$ cat src/rtl/pc_seq_ctrl.sv
// Program-counter sequencer: turns a valid/ready command stream into registered
// load/enable/direction pulses for a 10-bit counter, with a small return stack.
module pc_seq_ctrl #(
  parameter int DEPTH = 4,
  parameter int SPW   = $clog2(DEPTH + 1)
) (
  input  logic           clk5m,
  input  logic           rst_n,
  input  logic           cmd_valid,
  output logic           cmd_ready,
  input  logic [2:0]     cmd,
  input  logic [9:0]     cmd_arg,
  input  logic           halt,
  input  logic           clr_err,
  input  logic [9:0]     pc,
  output logic           pc_load,
  output logic           pc_en,
  output logic           pc_updn,
  output logic [9:0]     pc_data,
  output logic           busy,
  output logic [SPW-1:0] stack_cnt,
  output logic           err_ovf,
  output logic           err_unf
);

  localparam logic [2:0] OP_NOP     = 3'd0;
  localparam logic [2:0] OP_STEP_UP = 3'd1;
  localparam logic [2:0] OP_STEP_DN = 3'd2;
  localparam logic [2:0] OP_JUMP    = 3'd3;
  localparam logic [2:0] OP_CALL    = 3'd4;
  localparam logic [2:0] OP_RET     = 3'd5;
  localparam logic [2:0] OP_RUN_UP  = 3'd6;
  localparam logic [2:0] OP_RUN_DN  = 3'd7;

  typedef enum logic [1:0] {
    ST_IDLE  = 2'd0,
    ST_ISSUE = 2'd1,
    ST_RUN   = 2'd2
  } state_t;

  state_t         state_r;
  logic [2:0]     op_r;
  logic [9:0]     rem_r;
  logic [9:0]     stack_r [DEPTH];
  logic [SPW-1:0] stack_cnt_r;
  logic           pc_load_r;
  logic           pc_en_r;
  logic           pc_updn_r;
  logic [9:0]     pc_data_r;
  logic           err_ovf_r;
  logic           err_unf_r;

  logic           accept_s;
  logic           full_s;
  logic           empty_s;
  logic           issue_s;
  logic           push_s;
  logic           pop_s;
  logic           ovf_s;
  logic           unf_s;
  logic [9:0]     top_s;
  logic [9:0]     ret_addr_s;

  assign cmd_ready = (state_r == ST_IDLE);
  assign busy      = (state_r != ST_IDLE);
  assign pc_load   = pc_load_r;
  assign pc_en     = pc_en_r;
  assign pc_updn   = pc_updn_r;
  assign pc_data   = pc_data_r;
  assign stack_cnt = stack_cnt_r;
  assign err_ovf   = err_ovf_r;
  assign err_unf   = err_unf_r;

  // Command acceptance and stack status decode
  always_comb begin
    accept_s   = cmd_valid && (state_r == ST_IDLE);
    full_s     = (stack_cnt_r == SPW'(DEPTH));
    empty_s    = (stack_cnt_r == SPW'(0));
    issue_s    = (state_r == ST_ISSUE);
    push_s     = issue_s && (op_r == OP_CALL) && !full_s;
    ovf_s      = issue_s && (op_r == OP_CALL) && full_s;
    pop_s      = issue_s && (op_r == OP_RET) && !empty_s;
    unf_s      = issue_s && (op_r == OP_RET) && empty_s;
    // return address is taken from the counter while ISSUE is driving the load
    ret_addr_s = pc + 10'd1;
  end

  // Top-of-stack read mux
  always_comb begin
    top_s = 10'd0;
    for (int i = 0; i < DEPTH; i++) begin
      if (stack_cnt_r == SPW'(i + 1)) begin
        top_s = stack_r[i];
      end else begin
        top_s = top_s;
      end
    end
  end

  // Sequencer FSM with registered counter controls
  always_ff @(posedge clk5m or negedge rst_n) begin
    if (!rst_n) begin
      state_r   <= ST_IDLE;
      op_r      <= 3'd0;
      rem_r     <= 10'd0;
      pc_load_r <= 1'b0;
      pc_en_r   <= 1'b0;
      pc_updn_r <= 1'b0;
      pc_data_r <= 10'd0;
    end else begin
      case (state_r)
        ST_IDLE: begin
          pc_load_r <= 1'b0;
          pc_en_r   <= 1'b0;
          pc_updn_r <= 1'b0;
          pc_data_r <= 10'd0;
          if (accept_s) begin
            op_r    <= cmd;
            state_r <= ST_ISSUE;
            case (cmd)
              OP_NOP: begin
                pc_en_r <= 1'b0;
              end
              OP_STEP_UP: begin
                pc_en_r <= 1'b1;
              end
              OP_STEP_DN: begin
                pc_en_r   <= 1'b1;
                pc_updn_r <= 1'b1;
              end
              OP_JUMP: begin
                pc_load_r <= 1'b1;
                pc_data_r <= cmd_arg;
              end
              OP_CALL: begin
                if (!full_s) begin
                  pc_load_r <= 1'b1;
                  pc_data_r <= cmd_arg;
                end else begin
                  pc_load_r <= 1'b0;
                end
              end
              OP_RET: begin
                if (!empty_s) begin
                  pc_load_r <= 1'b1;
                  pc_data_r <= top_s;
                end else begin
                  pc_load_r <= 1'b0;
                end
              end
              OP_RUN_UP, OP_RUN_DN: begin
                // a zero-length run degenerates into a one-cycle no-op
                if (cmd_arg != 10'd0) begin
                  state_r   <= ST_RUN;
                  rem_r     <= cmd_arg;
                  pc_en_r   <= 1'b1;
                  pc_updn_r <= (cmd == OP_RUN_DN);
                end else begin
                  pc_en_r <= 1'b0;
                end
              end
              default: begin
                pc_en_r <= 1'b0;
              end
            endcase
          end else begin
            state_r <= ST_IDLE;
          end
        end
        ST_ISSUE: begin
          state_r   <= ST_IDLE;
          pc_load_r <= 1'b0;
          pc_en_r   <= 1'b0;
          pc_updn_r <= 1'b0;
          pc_data_r <= 10'd0;
        end
        ST_RUN: begin
          if (halt || (rem_r == 10'd1)) begin
            state_r   <= ST_IDLE;
            rem_r     <= 10'd0;
            pc_en_r   <= 1'b0;
            pc_updn_r <= 1'b0;
          end else begin
            rem_r <= rem_r - 10'd1;
          end
        end
        default: begin
          state_r   <= ST_IDLE;
          rem_r     <= 10'd0;
          pc_load_r <= 1'b0;
          pc_en_r   <= 1'b0;
          pc_updn_r <= 1'b0;
          pc_data_r <= 10'd0;
        end
      endcase
    end
  end

  // Return-address stack, updated on the ISSUE->IDLE edge
  always_ff @(posedge clk5m or negedge rst_n) begin
    if (!rst_n) begin
      stack_cnt_r <= SPW'(0);
      for (int i = 0; i < DEPTH; i++) begin
        stack_r[i] <= 10'd0;
      end
    end else if (push_s) begin
      stack_cnt_r <= stack_cnt_r + SPW'(1);
      for (int i = 0; i < DEPTH; i++) begin
        if (stack_cnt_r == SPW'(i)) begin
          stack_r[i] <= ret_addr_s;
        end
      end
    end else if (pop_s) begin
      stack_cnt_r <= stack_cnt_r - SPW'(1);
    end
  end

  // Sticky error flags; a new error beats a simultaneous clear
  always_ff @(posedge clk5m or negedge rst_n) begin
    if (!rst_n) begin
      err_ovf_r <= 1'b0;
      err_unf_r <= 1'b0;
    end else begin
      if (ovf_s) begin
        err_ovf_r <= 1'b1;
      end else if (clr_err) begin
        err_ovf_r <= 1'b0;
      end
      if (unf_s) begin
        err_unf_r <= 1'b1;
      end else if (clr_err) begin
        err_unf_r <= 1'b0;
      end
    end
  end

endmodule

$ cat config.mk
export PLATFORM = sky130hd
export DESIGN_NAME = pc_seq_ctrl
export DESIGN_NICKNAME = d
export VERILOG_FILES = /design/src/rtl/pc_seq_ctrl.sv
export SDC_FILE = /design/constraint.sdc
export NUM_CORES = 1
export LEC_CHECK = 0
export CAP_MARGIN = 20
export CELL_PAD_IN_SITES_DETAIL_PLACEMENT = 1
export CELL_PAD_IN_SITES_GLOBAL_PLACEMENT = 1
export CORE_MARGIN = 2
export CORE_UTILIZATION = 53
export CTS_BUF_LIST = sky130_fd_sc_hd__clkbuf_16
export DETAILED_ROUTE_END_ITERATION = 12
export DONT_BUFFER_PORTS = 1
export PLACE_DENSITY = 0.88
export REMOVE_ABC_BUFFERS = 1
export SYNTH_ARGS = -nofsm -noshare
export SYNTH_HDL_FRONTEND = slang
export SYNTH_SLANG_ARGS = --single-unit
$ cat constraint.sdc
create_clock -name clk5m -period 4 [get_ports clk5m]
set_input_delay 0.6 -clock clk5m [delete_from_list [all_inputs] [get_ports clk5m]]
set_output_delay 0.6 -clock clk5m [all_outputs]
set_load 0.03 [all_outputs]
# --- After elaboration in Yosys (flattened, before gate mapping) ---
# Cells that the tools add are included.
word_totals:
  register_bits: 73
  out_inout_bits: 20
  word_cells: 102
op_classes:
  addsub: 4
  n_eq_ne: 20
  muxes: 38
  bitwise: 1
  reduce_logical: 25
op_table:
  columns: ["operator", "n"]
  rows:
  - ["$mux W10", 11]
  - ["$pmux W10 S3", 2]
  - ["$eq A3 B3 Y1 const B", 7]
  - ["$pmux W10 S2", 1]
  - ["$eq A3 B2 Y1 const B", 4]
  - ["$mux W1", 11]
  - ["$add A10 B1 Y10 const B", 1]
  - ["$eq A10 B1 Y1 const B", 1]
  - ["$pmux W1 S2", 5]
  - ["$reduce_and A2 Y1", 5]
  - ["$reduce_bool A10 Y1", 1]
  - ["$sub A10 B1 Y10 const B", 1]
  - ["$mux W2", 4]
  - ["$reduce_bool A2 Y1", 4]
  - ["$logic_and A1 B1 Y1", 7]
  - ["$eq A3 B1 Y1 const B", 2]
  - ["$mux W3", 2]
  - ["$ne A2 B1 Y1 const B", 3]
  - ["$pmux W2 S2", 1]
  - ["$reduce_and A4 Y1", 1]
  - ["$reduce_or A2 Y1", 2]
  - ["$add A3 B1 Y3 const B", 1]
  - ["$logic_not A3 Y1", 1]
  - ["$pmux W1 S3", 1]
  - ["8 further kinds", 9]

# --- Longest topological paths before layout ---
depth:
  ltp_word: 9
  ltp_mapped: 9
  ltp_nobuf: 6

# --- Least setup slack after synthesis ---
# No wires, ideal clock.
synth_path:
  path_type: "flip-flop to flip-flop"
  from: "register stack_cnt_r[2] (netlist: stack_cnt[2])"
  to: "register pc_data_r[0] (netlist: pc_data[0])"
  setup_ns: 0.066
  t_arrival_ns: 2.102
  t_required_ns: 3.934
  path_slack_ns: 1.832
  path_stages_with_launch: 9
  n_path_buf: 2
  synth_period_minus_slack_ns: 2.168
  path_cell_list: "dfrtp_1 > clkbuf_1 > inv_1 > ha_1 > or2_2 > clkbuf_1 > a21o_1 > a221oi_1 > a221o_1"
synth_between:
  elab_chain_cells: 9
  word_cells_on_any_way: 14
  classes_between: "eq/ne (4); mux (9); reduce/logical (1)"
synth_rtl:
  columns: ["item", "line_no", "text"]
  rows:
  - ["start: declaration", "45", "logic [SPW-1:0] stack_cnt_r;"]
  - ["start signal: assignment", "207", "stack_cnt_r <= stack_cnt_r + SPW'(1);"]
  - ["start signal: assignment", "214", "stack_cnt_r <= stack_cnt_r - SPW'(1);"]
  - ["$eq A3 B1 Y1", "92", "if (stack_cnt_r == SPW'(i + 1)) begin"]
  - ["$mux W10 (4 in series)", "92", null]
  - ["$mux W10", "144", "if (!empty_s) begin"]
  - ["$pmux W10 S3 (*)", "120", "case (cmd)"]
  - ["$mux W10 (*)", "117", "if (accept_s) begin"]
  - ["$pmux W10 S2 (*)", "111", "case (state_r)"]
  - ["end signal: assignment", "133", "pc_data_r <= cmd_arg;"]
  - ["end signal: assignment", "138", "pc_data_r <= cmd_arg;"]
  - ["end signal: assignment", "146", "pc_data_r <= top_s;"]
  - ["end: declaration", "49", "logic [9:0] pc_data_r;"]
# Mark *: on every way between the ends. The rest lies on a longest branch, timed or not.
# A chain may end at the register's enable or synchronous reset.

# --- Final worst setup path ---
layout_path:
  from: "register stack_cnt_r[1] (netlist: stack_cnt[1])"
  to: "register stack_r[31] in the netlist's numbering"
layout_between:
  elab_chain_cells: 4
  word_cells_on_any_way: 5
  classes_between: "eq/ne (1); reduce/logical (4)"
layout_rtl:
  columns: ["item", "line_no", "text"]
  rows:
  - ["$eq A3 B3 Y1", "77", "full_s = (stack_cnt_r == SPW'(DEPTH));"]
  - ["$logic_not A1 Y1", null, null]
  - ["$logic_and A1 B1 Y1", "80", "push_s = issue_s && (op_r == OP_CALL) && !full_s;"]
  - ["$reduce_and A2 Y1 (no source line) (*)", null, null]
  - ["end signal: indexed assignment", "210", "stack_r[i] <= ret_addr_s;"]
  - ["end: declaration", "44", "logic [9:0] stack_r [DEPTH];"]
# Marks and branches as above.

==> flow_summary.yaml <==
drt:
  wl_mm: 11.29
  drtIter0Drc: 190
  wl_per_cell_um: 22.62
  drc: 0
  vias: 3183
  first_pass_iters: 4
  viasPerCell: 6.379
  postRouteAntennaNets: 0
setup_path:
  path_buf_inv: 1
  worst-path-stages: 5
  cp_max_fo: 28
  reg2regPathDepth: 5
  reg2reg_from: "stack_cnt[1]"
  cp_data_arrival_time_ps: 3250
  critical_path_required_ps: 4220
  path_cells: "inv_1 > ha_1 > nand2b_1 > nor3_4 > mux2_2"
  crit_family: "simple AND/OR/NAND/NOR gates"
  worstReg2RegEnd: "stack_r[31]"
  setup.worst_path.start_class: "register"
  crit_type: "reg -> reg"
  ff2ff_setup_slack_ps: 970
  cp-end-kind: "register"
  max_stage_delay_ps: 860
  critPathSlowestCell: "ha_1"
synth:
  synth_most_common_cell: "dfrtp_1"
  yosys.area.top_type: "dfrtp_1"
  ys_top_cells_by_count: "dfrtp_1, a21oi_1, nor2_1"
  synth_area_leaders: "dfrtp_1, a21oi_1, nor2_1"
  async_flop_share: 1.000
  synth_flop_cell: "dfrtp_1"
  yosysWarnings: 0
  synth_area_sq_mm: 0.003869
  synth_edf_count: 0
  seq_area_frac_synth: 0.4722
  yosysTopAreaCellShare: 0.4722
  syn_avg_cell_area_sq_um: 9.529
  synth_cell_types: 54
  synth_cells: 406
  synth_seq_cells: 73
power_and_ir_drop:
  power.density_mw_per_mm2: 672.1
  p_leak_nw: 1.758
  ir_worst_vdd_mv: 0.3100
  totalPowerFinal_w: 0.002846
sta:
  finalSetupViolations: 0
  timing.final.crit_period_ps: 3028
  tns_ps: 0
  period_share: 0.7570
  max_freq_ghz: 0.3303
  max_slew_margin: 0.3155
  maxSlewViolCount: 0
  rsz0062_at_grt: "false"
  whs_ps: 143.6
  fin_worst_skew_ps: 4.354
  hold_viol: 0
  worstMarginPinSlew_ps: 1027
die:
  io_pins: 48
  rows: 31
  die_area_sq_mm: 0.007999
  chipHeight_um: 89.44
  start_util: 0.5391
  die_width_um: 89.44
  core-area_sq_mm: 0.007176
clock_network:
  cts_root_buffer: "clkbuf_16"
  numCtsBuffers: 9
  post-cts-setup-buffer-count: 0
  clockBufferDepth: 2
  clk_latency_ps: 340
  clk_pin_slew_ps: 60
  cts_sinks: 73
  htree_levels: 3
  tritoncts: "built"
place:
  io_buffers: 0
  hpwlAfterDp_mm: 7.493
  gp_congestion: 0.9253
global_routing:
  grt_pass1_wl_mm: 17.46
  antenna_found_initial: 0
  grt_pass1_vias: 3313
  overflow: 0
  grt_max_degree: 74
  grt_use_total: 0.2957
flow_run:
  cap_violations: 0
cells_and_area:
  nFillCells: 796
  syn2layout_area_growth_pct: 9.444
  multi_input_area_sq_mm: 0.001878
  drive_gt1_frac: 0.07750
  seq_area_sq_mm: 0.001827
  n_antenna_cell: 0
  num-nets-final: 432
hold_path:
  hp-class: "in -> async"
status:
  outcome: "complete, no violations"
-- cells in the final DEF, fill, tap and decap left out, types with 3 or more instances in the layout --
cell	instances
nor2b_1	4
a21oi_1	52
dfrtp_1	73
or2_2	3
and4_1	4
a221o_1	13
inv_1	15
mux2i_1	5
ha_1	9
mux2_2	4
nor4_1	6
a31oi_1	4
nand2_1	39
o2bb2ai_1	5
nor2_1	46
a221oi_1	10
or3_1	3
xnor2_1	5
a21o_1	12
o221ai_1	3
xor2_1	6
o22ai_1	3
clkbuf_16	9
nand2b_1	3
nand3b_1	10
nand3_1	3
o21ai_0	10
-- state kept, by name, summed over array words and instances, names as in the netlist --
signal     cells
stack_cnt      3
op_r           3
err_ovf        1
rem_r         10
pc_en          1
pc_load        1
stack_r       40
pc_updn        1
state_r        2
err_unf        1
pc_data       10
-- cell type report --
cell class                 count  area share
timing repair buffer           3     0.01005
sequential                    73      0.4314
inverter                      14     0.01241
clock buffer                   9     0.05319
clock inverter                 7     0.02009
multi-input combinational    294      0.4436
tap                           99     0.02926
-- power by group --
| part | total, W | switching, W | leakage (nW) | internal [W] |
|---|---|---|---|---|
| clock | 0.000857 | 0.000317 | 0.156 | 0.000541 |
| combinational | 0.000861 | 0.000541 | 0.781 | 0.000320 |
| sequential | 0.00113 | 0.000204 | 0.821 | 0.000924 |
| total | 0.00285 | 0.00106 | 1.76 | 0.00178 |
-- worst max-delay path by stage --
| stage | from | endpoint |
|---|---|---|
| finish | stack_cnt[1] | stack_r[31] |
| floorplan | stack_cnt[0] | stack_r[31] |
| global route | stack_cnt[0] | stack_r[31] |
| detailed placement | stack_cnt[0] | stack_r[31] |
| CTS | stack_cnt[0] | stack_r[31] |
| global placement | stack_cnt[0] | stack_r[31] |
-- stage by stage --
step                setup WS (ps)    util  instances  area [sq um]
floorplan                    1574       -        381          3757
global placement             1194  0.5430        482          3896
detailed placement           1017  0.5430        482          3896
CTS                          1004  0.5901        499          4234
global route                796.4  0.5901        499          4234
finish                      972.1  0.5901        499          4234
-- per-layer routing --
layer  vias to the layer above  track usage  wire (um)
li1                       1457            -          -
met2                        88       0.5131       5759
met4                         0       0.1045        273
met1                      1616       0.3594       4670
met5                         -            0          0
met3                        22      0.07110        582
-- repair_timing --
item,in CTS,in global routing
endpoints found under the hold margin,73,0
hold buffers,1,0
gates resized for setup,0,0
-- kinds of logic (layout without fill, tap and decap cells) --
group                    count (synthesis)  in the layout  synth area share
XOR/XNOR                                11             11           0.02490
multiplexers                             9              9           0.02458
AND/OR/NAND/NOR                        142            142            0.1921
buffers and inverters                   39             33           0.04237
flip-flops                              73             73            0.4722
adder cells (fa/ha/maj)                  9              9           0.02911
AO/OA/AOI/OAI                          123            123            0.2147
Power figures use the tool's default switching activity.
